### src/rtl/minos_pkg.sv
// Shared definitions for the MinOS TX path: scheduler state encoding
// and the chunk type codes carried in tx_chunk_type.
package minos_pkg;

  typedef enum logic [1:0] {
    ST_IDLE = 2'd0,
    ST_LOAD = 2'd1,
    ST_WAIT = 2'd2
  } sched_state_e;

  localparam logic [7:0] CHUNK_LEDS     = 8'd2;
  localparam logic [7:0] CHUNK_BUTTONS  = 8'd3;
  localparam logic [7:0] CHUNK_SWITCHES = 8'd4;
  localparam logic [7:0] CHUNK_TEXT     = 8'd5;
  localparam logic [7:0] CHUNK_DISPLAY  = 8'd6;

endpackage

### src/rtl/minos_rr_arbiter.sv
// Combinational channel arbiter: round-robin from a pointer, or fixed
// priority (lowest index) when RR_MODE is 0.
module minos_rr_arbiter #(
  parameter int CH_N     = 4,
  parameter int CH_IDX_W = 4,
  parameter int RR_MODE  = 1
) (
  input  logic [CH_N-1:0]     requests,
  input  logic [CH_IDX_W-1:0] pointer,
  output logic [CH_IDX_W-1:0] grant,
  output logic                grant_valid
);

  logic [CH_IDX_W-1:0] low_idx;
  logic [CH_IDX_W-1:0] upper_idx;
  logic                upper_any;

  // Lowest requester overall, and lowest requester at/after the pointer;
  // the latter wins in round-robin mode, the former covers the wrap.
  always_comb begin
    low_idx     = '0;
    upper_idx   = '0;
    upper_any   = 1'b0;
    grant_valid = |requests;
    for (int i = CH_N - 1; i >= 0; i--) begin
      if (requests[i]) begin
        low_idx = CH_IDX_W'(i);
        if ((RR_MODE != 0) && (i >= int'(pointer))) begin
          upper_idx = CH_IDX_W'(i);
          upper_any = 1'b1;
        end
      end
    end
    grant = upper_any ? upper_idx : low_idx;
  end

endmodule

### src/rtl/minos_tx_scheduler.sv
// MinOS TX scheduler: picks one requesting virtual-interface channel,
// latches its chunk for the typed UART chunker, acks the channel, and
// waits for the chunker (optionally bounded by a watchdog).
module minos_tx_scheduler
  import minos_pkg::*;
#(
  parameter int CH_N           = 4,
  parameter int CONTENT_BYTES  = 33,
  parameter int INDEX_W        = 8,
  parameter int CH_IDX_W       = 4,
  parameter int RR_MODE        = 1,
  parameter int TIMEOUT_CYCLES = 0
) (
  input  logic                            CLK,
  input  logic                            reset,
  input  logic [CH_N-1:0]                 ch_should_update,
  input  logic [CH_N*8-1:0]               ch_chunk_type,
  input  logic [CH_N*INDEX_W-1:0]         ch_chunk_size,
  input  logic [CH_N*CONTENT_BYTES*8-1:0] ch_chunk_bytes,
  output logic [CH_N-1:0]                 ch_ack,
  output logic                            tx_is_chunk_ready,
  output logic [7:0]                      tx_chunk_type,
  output logic [INDEX_W-1:0]              tx_chunk_byte_size,
  output logic [CONTENT_BYTES*8-1:0]      tx_chunk_bytes,
  input  logic                            tx_is_chunker_done,
  output logic                            busy,
  output logic [CH_IDX_W-1:0]             active_channel,
  output logic                            err_oversize,
  output logic                            err_timeout,
  input  logic                            err_clear
);

  localparam int PAY_W = CONTENT_BYTES * 8;

  sched_state_e          state_q, state_d;
  logic [CH_IDX_W-1:0]   ptr_q, ptr_d, chan_q, chan_d;
  logic [7:0]            type_q, type_d;
  logic [INDEX_W-1:0]    size_q, size_d;
  logic [PAY_W-1:0]      bytes_q, bytes_d;
  logic                  err_ov_q, err_ov_d, err_to_q, err_to_d;
  logic [31:0]           cnt_q, cnt_d;

  logic [CH_IDX_W-1:0]   gnt;
  logic                  gnt_valid;
  logic [7:0]            sel_type;
  logic [INDEX_W-1:0]    sel_size;
  logic [PAY_W-1:0]      sel_bytes;
  logic                  ov_set, to_set;

  minos_rr_arbiter #(
    .CH_N    (CH_N),
    .CH_IDX_W(CH_IDX_W),
    .RR_MODE (RR_MODE)
  ) u_arb (
    .requests   (ch_should_update),
    .pointer    (ptr_q),
    .grant      (gnt),
    .grant_valid(gnt_valid)
  );

  // Steer the granted channel's type/size/payload out of the flat buses.
  always_comb begin
    sel_type  = '0;
    sel_size  = '0;
    sel_bytes = '0;
    for (int i = 0; i < CH_N; i++) begin
      if (gnt == CH_IDX_W'(i)) begin
        sel_type  = ch_chunk_type[i*8 +: 8];
        sel_size  = ch_chunk_size[i*INDEX_W +: INDEX_W];
        sel_bytes = ch_chunk_bytes[i*PAY_W +: PAY_W];
      end
    end
  end

  // Next-state logic: grant in IDLE, one-cycle LOAD, WAIT for done or watchdog.
  always_comb begin
    state_d = state_q;
    ptr_d   = ptr_q;
    chan_d  = chan_q;
    type_d  = type_q;
    size_d  = size_q;
    bytes_d = bytes_q;
    cnt_d   = cnt_q;
    ov_set  = 1'b0;
    to_set  = 1'b0;
    case (state_q)
      ST_IDLE: begin
        if (gnt_valid) begin
          type_d  = sel_type;
          bytes_d = sel_bytes;
          chan_d  = gnt;
          if (sel_size > INDEX_W'(CONTENT_BYTES)) begin
            size_d = INDEX_W'(CONTENT_BYTES);
            ov_set = 1'b1;
          end else begin
            size_d = sel_size;
          end
          if (RR_MODE != 0) begin
            ptr_d = (gnt == CH_IDX_W'(CH_N - 1)) ? '0 : gnt + 1'b1;
          end
          state_d = ST_LOAD;
        end
      end
      ST_LOAD: begin
        cnt_d   = '0;
        state_d = (size_q != '0) ? ST_WAIT : ST_IDLE;
      end
      ST_WAIT: begin
        if (tx_is_chunker_done) begin
          state_d = ST_IDLE;
        end else if ((TIMEOUT_CYCLES > 0) && (cnt_q == 32'(TIMEOUT_CYCLES - 1))) begin
          to_set  = 1'b1;
          state_d = ST_IDLE;
        end else begin
          cnt_d = cnt_q + 32'd1;
        end
      end
      default: state_d = ST_IDLE;
    endcase
    // A set event in the same cycle as err_clear keeps the flag high.
    err_ov_d = ov_set | (err_ov_q & ~err_clear);
    err_to_d = to_set | (err_to_q & ~err_clear);
  end

  // State and datapath registers with immediate reset.
  always_ff @(posedge CLK or posedge reset) begin
    if (reset) begin
      state_q  <= ST_IDLE;
      ptr_q    <= '0;
      chan_q   <= '0;
      type_q   <= '0;
      size_q   <= '0;
      bytes_q  <= '0;
      err_ov_q <= 1'b0;
      err_to_q <= 1'b0;
      cnt_q    <= '0;
    end else begin
      state_q  <= state_d;
      ptr_q    <= ptr_d;
      chan_q   <= chan_d;
      type_q   <= type_d;
      size_q   <= size_d;
      bytes_q  <= bytes_d;
      err_ov_q <= err_ov_d;
      err_to_q <= err_to_d;
      cnt_q    <= cnt_d;
    end
  end

  for (genvar gi = 0; gi < CH_N; gi++) begin : g_ack
    assign ch_ack[gi] = (state_q == ST_LOAD) && (chan_q == CH_IDX_W'(gi));
  end

  assign tx_is_chunk_ready  = (state_q == ST_LOAD) && (size_q != '0);
  assign tx_chunk_type      = type_q;
  assign tx_chunk_byte_size = size_q;
  assign tx_chunk_bytes     = bytes_q;
  assign busy               = (state_q != ST_IDLE);
  assign active_channel     = chan_q;
  assign err_oversize       = err_ov_q;
  assign err_timeout        = err_to_q;

endmodule
### config.mk
export PLATFORM = sky130hd
export DESIGN_NAME = minos_tx_scheduler
export DESIGN_NICKNAME = d
export VERILOG_FILES = /design/src/rtl/minos_pkg.sv /design/src/rtl/minos_rr_arbiter.sv /design/src/rtl/minos_tx_scheduler.sv
export SDC_FILE = /design/constraint.sdc
export NUM_CORES = 1
export LEC_CHECK = 0
export ABC_CLOCK_PERIOD_IN_PS = 8900
export BUFFER_PORTS_ARGS = -buffer_cell sky130_fd_sc_hd__buf_4
export CORE_AREA = 2 2 555 557
export CTS_CLUSTER_DIAMETER = 50
export DETAILED_ROUTE_END_ITERATION = 10
export DIE_AREA = 0 0 557 559
export PLACE_DENSITY_LB_ADDON = 0.2
export SYNTH_ARGS = -nofsm -noshare
export SYNTH_HDL_FRONTEND = slang
export SYNTH_SLANG_ARGS = --single-unit
### constraint.sdc
create_clock -name CLK -period 8.9 [get_ports CLK]
set_input_delay 0.445 -clock CLK [delete_from_list [all_inputs] [get_ports CLK]]
set_output_delay 0.445 -clock CLK [all_outputs]
set_load 0.03 [all_outputs]
* Word-level counts from Yosys, hierarchy flattened *
Cells that the tools add are included.

word-level totals
  flip-flop bits (word level) = 292
  bits of input ports = 1,128
  output and inout bits = 292

cells by class
  $add $sub $neg = 1
  order comparisons = 5
  equal/unequal tests = 10
  muxes and demuxes = 42
  bitwise gates (word level) = 4
  reduce and logical (&&, ||, !) cells = 13

operators by type and width
  cell                                                               number
  2-to-1 mux 264 bit                                                 4
  2-to-1 mux 8 bit                                                   9
  2-to-1 mux 4 bit                                                   11
  == test 4 x 2 -> 1 bit (second input constant)                     4
  2-to-1 mux 2 bit                                                   6
  2-to-1 mux 1 bit                                                   11
  == test 4 x 1 -> 1 bit (second input constant)                     2
  greater-or-equal comparator 1 x 4 -> 1 bit (first input constant)  2
  greater-or-equal comparator 2 x 4 -> 1 bit (first input constant)  2
  > comparator 8 x 6 -> 1 bit (second input constant)                1
  logical NOT 4 bit                                                  2
  nonzero test 8 bit                                                 1
  case mux 2 bit (3 select lines)                                    1
  logical AND 1 bit                                                  5
  adder 4 x 1 -> 4 bit (second input constant)                       1
  inequality test 2 bit (second input constant)                      2
  AND reduction 2 bit                                                2
  OR reduction 4 bit                                                 1
  bitwise AND 1 bit                                                  2
  == test 2 x 1 -> 1 bit (second input constant)                     1
  == test 2 bit (second input constant)                              1
  logical NOT 2 bit                                                  1
  nonzero test 2 bit                                                 1
  inverter 1 bit                                                     1
  OR 1 bit                                                           1

* Logic depth before layout (Yosys ltp) *
Gate-level depths: netlist (run 1).

  depth after elaboration = 20
  depth in mapped cells = 14
  depth with buffers taken out = 10

* Hierarchy *
A second synthesis (run 1) with hierarchy kept.

second synthesis, totals
  cells, all modules = 2,609
  area, all modules = 19,147.1 um^2

modules (own cells, without submodules)
  module              times used  cells each  area each (um^2)  sequential area each (um^2)
  minos_tx_scheduler  1           2,587       19,015.7          7,307.0
  minos_rr_arbiter    1           22          131.4             0.0

* Worst setup path before layout (run 1) *
No wires, ideal clock.

  kind = reg-to-reg
  start point = reg ptr_q[1]
  end point = reg type_q[1] (netlist: tx_chunk_type[1])
  arrival = 2,458 ps
  setup slack = 6,306 ps
  stages on the path, launching flop included = 15
  path buffers = 4
  clock period less this slack = 2,594 ps
  cell sequence = dfrtp_1 -> mux2i_1 -> nor2_1 -> nor3_1 -> inv_1 -> ha_1 -> nor2b_1 -> buf_2 -> buf_4 -> buf_4 -> buf_2 -> a221oi_1 -> nor3_1 -> a21oi_1 -> o21ai_0

on the way
  cells in the longest elaborated chain, start to end = 15
  elaborated cells on any way between the ends = 29
  those cells by class = order compare (4); eq/ne (3); mux (21); reduce/logical (1)

RTL lines
  element                                               RTL line                   RTL
  start, declared                                       minos_tx_scheduler.sv:36   logic [CH_IDX_W-1:0] ptr_q, ptr_d, chan_q, chan_d;
  start signal, assigned                                minos_tx_scheduler.sv:139  ptr_q <= ptr_d;
  greater-or-equal comparator 2 x 4 -> 1 bit            minos_rr_arbiter.sv:28     if ((RR_MODE != 0) && (i >= int'(pointer))) begin
  2-to-1 mux 2 bit or 2-to-1 mux 1 bit (tied branches)  minos_rr_arbiter.sv:28
  2-to-1 mux 2 bit or 2-to-1 mux 1 bit (tied branches)  minos_rr_arbiter.sv:26     if (requests[i]) begin
  2-to-1 mux 4 bit or 2-to-1 mux 1 bit (tied branches)  minos_rr_arbiter.sv:28
  2-to-1 mux 4 bit or 2-to-1 mux 1 bit (tied branches)  minos_rr_arbiter.sv:26
  2-to-1 mux 4 bit or 2-to-1 mux 1 bit (tied branches)  minos_rr_arbiter.sv:28
  2-to-1 mux 4 bit or 2-to-1 mux 1 bit (tied branches)  minos_rr_arbiter.sv:26
  2-to-1 mux 4 bit or 2-to-1 mux 1 bit (tied branches)  minos_rr_arbiter.sv:28
  2-to-1 mux 4 bit or 2-to-1 mux 1 bit (tied branches)  minos_rr_arbiter.sv:26
  2-to-1 mux 4 bit (*)                                  minos_rr_arbiter.sv:34     grant = upper_any ? upper_idx : low_idx;
  via gnt[0]                                            minos_tx_scheduler.sv:43   logic [CH_IDX_W-1:0] gnt;
  logical NOT 4 bit                                     minos_tx_scheduler.sv:67   if (gnt == CH_IDX_W'(i)) begin
  2-to-1 mux 8 bit (3 in series)                        minos_tx_scheduler.sv:67
  2-to-1 mux 8 bit (*)                                  minos_tx_scheduler.sv:67
  end signal, assigned                                  minos_tx_scheduler.sv:141  type_q <= type_d;
  end, declared                                         minos_tx_scheduler.sv:37   logic [7:0] type_q, type_d;

The timed path passes the listed nets; every way through them passes the cells marked *.
A chain may end at the register's enable or synchronous reset.

* Worst setup path after layout (run 1) *
  start point = reg ptr_q[1]
  end point = reg bytes_q[160] (netlist: tx_chunk_bytes[160])

on the way
  cells in the longest elaborated chain, start to end = 15
  elaborated cells on any way between the ends = 29
  those cells by class = order compare (4); eq/ne (3); mux (21); reduce/logical (1)

RTL lines
  element                                               RTL line                   RTL
  greater-or-equal comparator 2 x 4 -> 1 bit            minos_rr_arbiter.sv:28
  2-to-1 mux 2 bit or 2-to-1 mux 1 bit (tied branches)  minos_rr_arbiter.sv:28
  2-to-1 mux 2 bit or 2-to-1 mux 1 bit (tied branches)  minos_rr_arbiter.sv:26
  2-to-1 mux 4 bit or 2-to-1 mux 1 bit (tied branches)  minos_rr_arbiter.sv:28
  2-to-1 mux 4 bit or 2-to-1 mux 1 bit (tied branches)  minos_rr_arbiter.sv:26
  2-to-1 mux 4 bit or 2-to-1 mux 1 bit (tied branches)  minos_rr_arbiter.sv:28
  2-to-1 mux 4 bit or 2-to-1 mux 1 bit (tied branches)  minos_rr_arbiter.sv:26
  2-to-1 mux 4 bit or 2-to-1 mux 1 bit (tied branches)  minos_rr_arbiter.sv:28
  2-to-1 mux 4 bit or 2-to-1 mux 1 bit (tied branches)  minos_rr_arbiter.sv:26
  2-to-1 mux 4 bit (*)                                  minos_rr_arbiter.sv:34
  via gnt[0]                                            minos_tx_scheduler.sv:43
  logical NOT 4 bit                                     minos_tx_scheduler.sv:67
  2-to-1 mux 264 bit (3 in series)                      minos_tx_scheduler.sv:67
  2-to-1 mux 264 bit (*)                                minos_tx_scheduler.sv:67
  end signal, assigned                                  minos_tx_scheduler.sv:143  bytes_q <= bytes_d;
  end, declared                                         minos_tx_scheduler.sv:39   logic [PAY_W-1:0] bytes_q, bytes_d;

Marked as above.

==> run_results.csv, run 1 <==
group,metric,value,unit
synthesis,postSynthAreaPerCell,7.98,sq um
cells_and_area,fin_nets,4939,
synthesis,netlist_area,0.0180,sq mm
route,via_count,25300,
power_and_ir_drop,max-vdd-ir-drop,177,uV
critical_path,crit_fanout,118,
power_and_ir_drop,intPower,6.47,mW
floorplanning,num_rows,203,
synthesis,synth_edf_count,0,
power_and_ir_drop,power.total,13.1,mW
timing,grt_setup_unrepaired,"false",
route,wl_per_cell,24.9,microns
timing,drv_slew,0,
clock_network,cts.repair.resized,0,
clock_network,cts_sinks,288,
timing,setup_viol,0,
critical_path,reg2reg_from,"ptr_q[1]",
synthesis,synth_warnings,0,
critical_path,r2r_slack,4.35,ns
synthesis,synth.area.top_cells,"dfrtp_1, a221oi_1, nor2b_1, a21oi_1, o21ai_0",
cells_and_area,drive_gt1_frac,0.414,
route,dr.first_iter.drc_count,1376,
clock_network,clk_pin_slew,0.05,ns
floorplanning,initial_utilization,0.0591,
clock_network,clock_latency,0.78,ns
timing,max_freq,220,MHz
clock_network,cts_setup_buffers,0,
timing,fin_crit_sh,0.511,
cells_and_area,multi_input_area,0.00980,sq mm
global_route,track_usage,0.122,
timing,final.min_clock_period,4.55,ns
floorplanning,fp.coreArea,0.305,sq mm
global_route,grt_pass1_wl,255000,microns
placement,dp_slack,4.19,ns
timing,fin_ws,4.35,ns
route,viasPerCell,3.15,
synthesis,synth_cell_type_count,43,
cells_and_area,areaGrowthSynthToFinish,115,%
critical_path,reg2reg_to,"tx_chunk_bytes[160]",
timing,worstMarginPinSlew,1.19,ns
synthesis,synth_top_area_cell,"dfrtp_1",
global_route,gr-total-overflow,0,
critical_path,worstSetupStartpoint,"ptr_q[1]",
critical_path,critical_path_class,"flip-flop to flip-flop",
floorplanning,die_w,557,microns
timing,maxSlewHeadroom,0.208,
placement,dp_cells,7574,
cells_and_area,filler_cell_count,35200,
global_route,antenna_found_initial,137,
route,wl,199000,microns
clock_network,cts-htree-levels,3,
route,ant_nets,0,
synthesis,yosysTopAreaCellShare,0.400,
critical_path,crit_required,9.54,ns
power_and_ir_drop,switching_share,0.506,
synthesis,ys_seq_area_frac,0.400,
timing,setup_tns,0,ns
clock_network,cts_buffers,82,
timing,skew,0.0637,ns
power_and_ir_drop,switching_power,6.64,mW
clock_network,cts_tree,"yes",
power_and_ir_drop,combPwrFrac,0.585,
run,cap_viol_max_count,0,
placement,place_congestion,0.883,
power_and_ir_drop,power_density,339,mW/mm^2
cells_and_area,final_core_util,0.127,
critical_path,cp-end-kind,"flip-flop",
clock_network,cts_buffer_depth,4,
cells_and_area,regArea,0.00721,sq mm
floorplanning,die_h,559,microns
route,first_pass_iters,5,
global_route,grt_start_max_net_pins,167,
floorplanning,dieArea,0.311,sq mm
synthesis,synthArstFlopShare,1.00,
run_status,outcome,"finished, final reports clean",
critical_path,start_kind,"flip-flop",
global_route,grt_pass1_vias,25900,
cells_and_area,stdcell_count,8015,
critical_path,r2r_cells,12,
power_and_ir_drop,power.leakage,16.2,nW
floorplanning,pin_count,1420,
hold_path,hp-class,"input pin to flip-flop",
power_and_ir_drop,clkPwrFrac,0.238,
critical_path,cp-endpoint,"tx_chunk_bytes[160]",
synthesis,synth_flop_cell,"dfrtp_1",
clock_network,clk_root_buffer_cell,"clkbuf_16",
critical_path,crit_arrival,5.19,ns
placement,dpl.hpwl,169000,microns
timing,hold_viol,0,
synthesis,ys_ff_latch,288,
placement,port_buffers,1417,
power_and_ir_drop,p_seq_frac,0.178,
route,drc,0,
synthesis,synthCells,2259,
-- metal layers --
metal,up-vias,GRT usage,routed length (microns)
li1,11500,-,-
met1,12000,0.148,81500
met2,1339,0.191,87800
met3,311,0.0572,23300
met4,112,0.0374,6020
met5,-,0,715
-- cell usage in the layout, fill, tap and decap left out, drive strengths merged, types with 5 or more instances in the layout --
master       netlist  routed
inv                8      12
nor2b            275     275
diode              0      50
buf               92    1462
nor3             273     273
clkinvlp           0       7
nand2            289     289
a221o              5       5
bufinv             0      11
dfrtp            288     288
clkbuf           156     107
a221oi           272     272
dlygate4sd3        0     249
nor2               5       5
o21ai            275     275
a21oi            277     277
clkinv             0      13
-- cell type report --
class	instances	area share
antenna	50	0.00323
clock buffer	107	0.0583
clock inverter	35	0.0135
inverter	8	0.00103
multi-input combinational	1716	0.253
sequential	288	0.186
tap	4100	0.133
timing repair buffer	1711	0.352
-- synthesized netlist by cell type, types with 2 or more instances --
master and count:
nor3_1 273, o31ai_1 4, o21ai_0 275, nand2_1 289, buf_2 79, nor2b_1 275
nor4_1 3, inv_1 7, ha_1 4, or2_1 3, a221o_1 5, nor2_1 5
a21oi_1 277, buf_1 7, a221oi_1 272, nand2b_1 3, and2_1 2, clkbuf_1 156
o221ai_1 4, buf_4 5, nor3b_1 2, dfrtp_1 288
-- registers in the layout, summed over array words and instances, names as in the netlist --
signal,count
active_channel,2
err_oversize,1
err_timeout,1
ptr_q,2
state_q,2
tx_chunk_byte_size,8
tx_chunk_bytes,264
tx_chunk_type,8
-- how the worst min path moves through the flow --
stage | cells after the start | slack (ns) | to | from
2_1_floorplan | 1 | 0.51 | err_timeout | err_clear
6_report | 3 | 0.07 | tx_chunk_bytes[175] | ch_chunk_bytes[967]
5_1_grt | 3 | 0.02 | tx_chunk_bytes[175] | ch_chunk_bytes[967]
3_3_place_gp | 2 | 0.47 | tx_chunk_bytes[32] | tx_chunk_bytes[32]
3_5_place_dp | 2 | 0.47 | tx_chunk_bytes[121] | tx_chunk_bytes[121]
4_1_cts | 3 | 0.0005 | tx_chunk_bytes[65] | ch_chunk_bytes[857]
-- per-stage QoR --
step,hold WS (ns),instance area [sq um]
after floorplan,0.511,18000
after global placement,0.465,33300
after detailed placement,0.473,33300
after CTS,0.000457,38600
after global routing,0.0206,38600
final,0.0691,38700
-- cell families (layout without fill, tap and decap cells) --
kind of cell,count (synthesis),in the layout,share of synthesized area
DFF,288,288,0.400
other,1,52,0.000208
muxes,2,2,0.00118
and+or+nand+nor,859,859,0.239
AOI/OAI and AO/OA,849,849,0.297
adders and majority gates,4,4,0.00278
buffers and inverters,256,1861,0.0604
-- worst max-delay path, cell delays in order (launching register included) --
cell	delay [ns]
dfrtp_1	0.45
nand2b_1	0.19
a21oi_1	0.22
nor3_2	0.11
buf_4	0.18
inv_1	0.13
ha_1	0.52
nor2b_4	0.80
buf_12	0.41
a221oi_1	0.48
nor3_1	0.27
a21oi_1	0.09
o21ai_0	0.20
-- power by group through the flow --
stage / sequential [mW] / combinational [mW] / clock (mW)
after floorplan: 3.30 / 2.98 / 0
after global placement: 2.34 / 7.74 / 0
after detailed placement: 2.35 / 7.74 / 0
after CTS: 2.35 / 7.87 / 3.24
after global routing: 2.41 / 8.31 / 3.28
final: 2.33 / 7.66 / 3.12
-- repair_timing --
item                                    4_1_cts  5_1_grt
hold endpoints to repair                    294        0
endpoints found under the setup margin        0        0
hold buffers                                249        0
No activity file was read; power rests on OpenSTA's default activity.
==> run 2: changes to the inputs <==
--- a/config.mk
+++ b/config.mk
@@ -5,12 +5,13 @@
 export SDC_FILE = /design/constraint.sdc
 export NUM_CORES = 1
 export LEC_CHECK = 0
-export ABC_CLOCK_PERIOD_IN_PS = 8900
+export ABC_AREA = 1
+export ABC_CLOCK_PERIOD_IN_PS = 4700
 export BUFFER_PORTS_ARGS = -buffer_cell sky130_fd_sc_hd__buf_4
-export CORE_AREA = 2 2 555 557
+export CORE_AREA = 2 2 551 553
 export CTS_CLUSTER_DIAMETER = 50
 export DETAILED_ROUTE_END_ITERATION = 10
-export DIE_AREA = 0 0 557 559
+export DIE_AREA = 0 0 553 555
 export PLACE_DENSITY_LB_ADDON = 0.2
 export SYNTH_ARGS = -nofsm -noshare
 export SYNTH_HDL_FRONTEND = slang
==> constraint.sdc (replaced) <==
create_clock -name CLK -period 4.7 [get_ports CLK]
set_input_delay 0.235 -clock CLK [delete_from_list [all_inputs] [get_ports CLK]]
set_output_delay 0.235 -clock CLK [all_outputs]
set_load 0.03 [all_outputs]
==> run_results.csv, run 2 <==
group,metric,value,unit
critical_path,cp-end-kind,"flip-flop",
route,wl_per_cell,24.1,microns
clock_network,cts_tree,"yes",
timing,skew,0.0317,ns
placement,dp_cells,7815,
synthesis,yosysTopAreaCellShare,0.388,
timing,final.min_clock_period,4.47,ns
route,drc,0,
cells_and_area,stdcell_count,8601,
placement,dp_slack,1.19,ns
global_route,grt_pass1_wl,273000,microns
timing,fin_ws,0.232,ns
placement,place_area,0.0337,sq mm
floorplanning,die_h,555,microns
route,first_pass_iters,5,
timing,fin_crit_sh,0.951,
critical_path,cp_common_cell,"dlygate4sd3_1",
clock_network,clk_root_buffer_cell,"clkbuf_16",
synthesis,synth_flop_cell,"dfrtp_1",
clock_network,cts_sinks,288,
critical_path,crit_required,5.32,ns
cells_and_area,filler_cell_count,34900,
timing,grt_setup_unrepaired,"false",
critical_path,crit_buf_inv,7,
route,ant_nets,0,
cells_and_area,areaGrowthSynthToFinish,130,%
critical_path,cp.depth,14,
global_route,track_usage,0.130,
timing,drv_slew,0,
timing,worstMarginPinSlew,0.910,ns
critical_path,max_stage_delay,0.57,ns
critical_path,start_kind,"flip-flop",
clock_network,cts_buffer_depth,4,
critical_path,crit_chain,"a21oi_1 -> nor2_1 -> nand2_1 -> dlygate4sd3_1 -> nand2_1 -> inv_1 -> ha_4 -> clkinv_8 -> buf_12 -> buf_4 -> o211ai_1 -> dlygate4sd3_1 -> a21oi_1 -> dlygate4sd3_1",
synthesis,synth_top_area_cell,"dfrtp_1",
hold_path,hp-class,"input pin to flip-flop",
placement,dpl.hpwl,171000,microns
clock_network,clock_latency,0.75,ns
synthesis,ys_ff_latch,288,
synthesis,synth.area.top_cells,"dfrtp_1, a21oi_1, nand2_1, o211ai_1, nor2_1",
global_route,antenna_found_initial,82,
route,viasPerCell,3.26,
cells_and_area,drive_gt1_frac,0.356,
power_and_ir_drop,power_density,781,mW/mm^2
synthesis,synthCells,2587,
critical_path,critPathSlowestCell,"dlygate4sd3_1",
critical_path,critPathTopFamily,"buffers and inverters",
floorplanning,pin_count,1420,
synthesis,yosysMostFrequentCell,"a21oi_1",
synthesis,netlist_area,0.0186,sq mm
cells_and_area,final_core_util,0.142,
placement,port_buffers,1417,
synthesis,synthArstFlopShare,1.00,
cells_and_area,final_cell_mix,"buf_4, a21oi_1, dlygate4sd3_1, nand2_1, nor2_1",
route,dr.first_iter.drc_count,1535,
clock_network,cts_setup_buffers,0,
clock_network,cts_buffers,81,
timing,max_freq,224,MHz
clock_network,clk_pin_slew,0.04,ns
critical_path,crit_fanout,80,
clock_network,cts-htree-levels,3,
power_and_ir_drop,power.total,33.4,mW
timing,setup_viol,0,
power_and_ir_drop,power.leakage,18.4,nW
synthesis,synth_cell_type_count,30,
timing,maxSlewHeadroom,0.394,
power_and_ir_drop,max-vdd-ir-drop,455,uV
floorplanning,num_rows,202,
synthesis,synth_common_cells,"a21oi_1, nand2_1, nor2_1, dfrtp_1, o211ai_1",
timing,hold_viol,0,
critical_path,crit_arrival,5.09,ns
synthesis,ys_seq_area_frac,0.388,
route,via_count,28100,
critical_path,r2r_cells,14,
cells_and_area,final_common_cell,"buf_4",
cells_and_area,fin_nets,5670,
timing,setup_tns,0,ns
floorplanning,die_w,553,microns
global_route,grt_pass1_vias,29900,
run_status,outcome,"finished, final reports clean",
global_route,grt_start_max_net_pins,100,
floorplanning,fp.coreArea,0.301,sq mm
cells_and_area,final_area,0.0427,sq mm
synthesis,synth_warnings,0,
cells_and_area,largest_reg_flops,264,
floorplanning,initial_utilization,0.0616,
synthesis,synth_edf_count,0,
hold_path,min_path_cells,5,
global_route,gr-total-overflow,0,
route,wl,207000,microns
run,cap_viol_max_count,0,
synthesis,postSynthAreaPerCell,7.18,sq um
floorplanning,dieArea,0.307,sq mm
critical_path,critical_path_class,"flip-flop to flip-flop",
placement,place_congestion,0.905,
timing,fin_hold_ws,0.0435,ns
==> run 2: cell types whose count changed in the layout (fill, tap and decap cells not counted), moves of 20 or more <==
cell / before / now
a21oi_1: 277 / 830
a221oi_1: 272 / 0
nand2_1: 289 / 582
dlygate4sd3_1: 249 / 619
nor3_1: 272 / 4
buf_4: 1450 / 1470
nor2_1: 5 / 296
nor2b_1: 274 / 0
o21ai_0: 275 / 10
diode_2: 50 / 28
o211ai_1: 1 / 274
==> run 2: per-layer routing <==
layer	GRT usage	wire length, microns	share of wire	vias up
li1	-	-	-	13000
met1	0.157	86600	0.42	13500
met4	0.0373	6160	0.030	66
met3	0.0477	18000	0.087	265
met5	0	429	0.0021	-
met2	0.213	95800	0.46	1239
==> run 2: area by class of cell <==
| class | instances | area, sq um | share of cell area |
|---|---|---|---|
| inverters | 28 | 145 | 0.00340 |
| repair buffers | 2115 | 17700 | 0.415 |
| clock inverters | 35 | 524 | 0.0123 |
| multi-input cells | 2024 | 9820 | 0.230 |
| clock buffers | 105 | 2240 | 0.0524 |
| diodes | 28 | 70.1 | 0.00164 |
| well taps | 3978 | 4980 | 0.116 |
| flip-flops and latches | 288 | 7210 | 0.169 |
==> run 2: logic make-up (layout without fill, tap and decap cells) <==
group / Yosys count / in the layout / share of synthesized area
AOI/OAI and AO/OA: 1121 / 1121 / 0.340
adders and majority gates: 4 / 4 / 0.00270
buffers and inverters: 276 / 2283 / 0.0856
DFF: 288 / 288 / 0.388
other: 1 / 30 / 0.000202
and+or+nand+nor: 897 / 897 / 0.183
==> run 2: what timing repair did <==
action                                 4_1_cts  5_1_grt
hold buffers                               619        0
setup endpoints to repair                    0       20
gates resized for setup                      0        3
endpoints found under the hold margin      335        0
==> run 2: power by group <==
part           switching, mW  internal (mW)
Clock                   1.96           3.93
Combinational           13.7           8.88
Sequential              1.07           3.85
==> run 2: worst reg2reg max path, cell delays in order (launching register included) <==
cell and delay (ns):
dfrtp_1 0.39, a21oi_1 0.19, nor2_1 0.08, nand2_1 0.05, dlygate4sd3_1 0.54, nand2_1 0.15
inv_1 0.19, ha_4 0.34, clkinv_8 0.40, buf_12 0.51, buf_4 0.24, o211ai_1 0.10
dlygate4sd3_1 0.57, a21oi_1 0.06, dlygate4sd3_1 0.55
==> run 2: final timing paths <==
| path | from | end | slack, ns |
|---|---|---|---|
| max in group asynchronous | reset | tx_chunk_bytes[227] | 3.32 |
| hold / removal | ch_chunk_bytes[162] | tx_chunk_bytes[162] | 0.04 |
| min in group asynchronous | reset | tx_chunk_bytes[94] | 0.14 |
| hold reg to reg | tx_chunk_byte_size[6] | tx_chunk_byte_size[6] | 0.53 |
| setup / recovery | ptr_q[1] | tx_chunk_bytes[76] | 0.23 |
| setup reg to reg | ptr_q[1] | tx_chunk_bytes[76] | 0.23 |
==> run 3: changes to the inputs <==
--- a/config.mk
+++ b/config.mk
@@ -7,11 +7,12 @@
 export LEC_CHECK = 0
 export ABC_AREA = 1
 export ABC_CLOCK_PERIOD_IN_PS = 4700
-export BUFFER_PORTS_ARGS = -buffer_cell sky130_fd_sc_hd__buf_4
+export BUFFER_PORTS_ARGS = -buffer_cell sky130_fd_sc_hd__buf_2
 export CORE_AREA = 2 2 551 553
 export CTS_CLUSTER_DIAMETER = 50
 export DETAILED_ROUTE_END_ITERATION = 10
 export DIE_AREA = 0 0 553 555
+export MAX_ROUTING_LAYER = met4
 export PLACE_DENSITY_LB_ADDON = 0.2
 export SYNTH_ARGS = -nofsm -noshare
 export SYNTH_HDL_FRONTEND = slang
==> run_results.csv, run 3 (same netlist as run 2, synthesis figures left out) <==
group,metric,value,unit
cells_and_area,final_area,0.0393,sq mm
power_and_ir_drop,combPwrFrac,0.656,
route,dr_wl_met3,15300,microns
critical_path,cp-end-kind,"flip-flop",
power_and_ir_drop,max-vdd-ir-drop,350,uV
timing,skew,0.0272,ns
floorplanning,die_w,553,microns
global_route,antenna_found_initial,105,
route,viasPerCell,3.25,
placement,place_congestion,0.974,
cells_and_area,largest_reg_flops,264,
timing,max_freq,222,MHz
placement,dp_slack,0.864,ns
timing,setup_viol,0,
power_and_ir_drop,p_seq_frac,0.147,
timing,fin_hold_ws,-0.00278,ns
critical_path,crit_required,5.37,ns
hold_path,hp-class,"input pin to flip-flop",
clock_network,cts_sinks,288,
clock_network,clock_latency,0.77,ns
critical_path,crit_fanout,57,
power_and_ir_drop,power.leakage,17.2,nW
power_and_ir_drop,power_density,826,mW/mm^2
global_route,grt_pass1_wl,261000,microns
cells_and_area,areaGrowthSynthToFinish,112,%
floorplanning,dieArea,0.307,sq mm
run_status,outcome,"finished with violations",
global_route,track_usage,0.128,
cells_and_area,fin_nets,5646,
floorplanning,die_h,555,microns
placement,dpl.hpwl,165000,microns
route,wl,201000,microns
clock_network,cts-htree-levels,3,
run_status,violations,"hold timing",
clock_network,clk_root_buffer_cell,"clkbuf_16",
cells_and_area,final_common_cell,"buf_2",
critical_path,crit_arrival,5.17,ns
power_and_ir_drop,clkPwrFrac,0.197,
route,first_pass_iters,5,
route,wl_per_cell,23.3,microns
power_and_ir_drop,switching_power,16.4,mW
clock_network,cts_buffer_depth,4,
timing,fin_crit_sh,0.958,
route,dr.first_iter.drc_count,1397,
timing,worstMarginPinSlew,1.00,ns
run,cap_viol_max_count,0,
critical_path,critical_path_class,"flip-flop to flip-flop",
route,top_layer,"met4",
route,drc,0,
route,ant_nets,0,
timing,grt_setup_unrepaired,"false",
placement,place_area,0.0301,sq mm
floorplanning,fp.coreArea,0.301,sq mm
timing,maxSlewHeadroom,0.324,
power_and_ir_drop,intPower,16.0,mW
route,via_count,28000,
timing,drv_slew,0,
cells_and_area,drive_gt1_frac,0.359,
clock_network,cts_tree,"yes",
global_route,gr-total-overflow,0,
cells_and_area,filler_cell_count,35300,
cells_and_area,final_cell_mix,"buf_2, a21oi_1, dlygate4sd3_1, nand2_1, nor2_1",
timing,fin_ws,0.199,ns
timing,final.min_clock_period,4.50,ns
global_route,grt_start_max_net_pins,108,
global_route,grt_pass1_vias,29200,
floorplanning,initial_utilization,0.0616,
timing,setup_tns,0,ns
floorplanning,num_rows,202,
clock_network,cts_buffers,86,
timing,hold_viol,1,
route,met1_length,85800,microns
placement,port_buffers,1417,
clock_network,clk_pin_slew,0.05,ns
floorplanning,pin_count,1420,
power_and_ir_drop,switching_share,0.507,
route,wl_met2,93600,microns
critical_path,start_kind,"flip-flop",
## run 3: changes by cell type in the layout (fill, tap and decap cells not counted), sizes merged
cell and delta:
inv +1, bufinv +6, clkinvlp +3, clkbuf +6
diode +38, dlygate4sd3 -30, clkinv -5
## run 3: final cells by class
cell class | instances | area, sq um | area share
well taps | 3978 | 4980 | 0.127
flip-flops and latches | 288 | 7210 | 0.184
multi-input cells | 2024 | 9820 | 0.250
clock inverters | 40 | 679 | 0.0173
clock buffers | 110 | 2350 | 0.0599
diodes | 66 | 165 | 0.00421
inverters | 28 | 136 | 0.00347
repair buffers | 2086 | 13900 | 0.355
## run 3: critical path, cell delays in order, from the launching register on
cell and delay (ns):
dfrtp_1 0.39, nor2_1 0.11, nand2_1 0.07, nand2_1 0.08, inv_1 0.06, o211ai_1 0.10, nand2_1 0.18, inv_1 0.22
ha_4 0.27, buf_12 0.26, buf_12 0.29, a21oi_1 0.12, nand2_1 0.09, dlygate4sd3_1 0.54, o211ai_1 0.09, dlygate4sd3_1 0.60
a21oi_1 0.11, dlygate4sd3_1 0.55
## run 3: worst paths after layout
check                                    start                   to  slack, ns  depth (start not counted)
setup reg to reg                      ptr_q[0]  tx_chunk_bytes[241]       0.20                         17
hold reg to reg                    err_timeout          err_timeout       0.51                          2
setup / recovery                      ptr_q[0]  tx_chunk_bytes[241]       0.20                         17
hold / removal             ch_chunk_bytes[869]   tx_chunk_bytes[77]     -0.003                          3
max in group asynchronous                reset   tx_chunk_bytes[10]       3.32                          5
min in group asynchronous                reset  tx_chunk_bytes[129]       0.08                          3
## run 3: power by group through the flow
stage | clock network, mW | logic [mW] | registers, mW
global placement | 0 | 18.1 | 4.78
CTS | 6.65 | 21.6 | 4.79
global route | 6.75 | 23.0 | 4.94
floorplan | 0 | 7.68 | 6.99
finish | 6.40 | 21.3 | 4.76
detailed placement | 0 | 18.0 | 4.81
## run 3: metal layers
layer | up-vias | global-route usage
met5 | - | -
met4 | 0 | 0.0349
met3 | 243 | 0.0424
met2 | 1304 | 0.206
met1 | 13500 | 0.151
li1 | 13000 | -
## run 3: timing repair
item,4_1_cts,5_1_grt
setup buffers,0,4
hold buffers,589,0
hold endpoints to repair,324,0
resized for setup,0,2
endpoints found under the setup margin,0,2
## run 3: stage by stage
step,util,std cells,power [mW],hold slack (ns)
finish,0.130,8620,32.4,-0.00278
global route,0.130,8612,34.7,0.0189
CTS,0.130,8549,33.0,0.00413
detailed placement,0.0999,7810,22.8,0.349
global placement,0.0999,7810,22.8,0.359
floorplan,-,2588,14.7,0.301
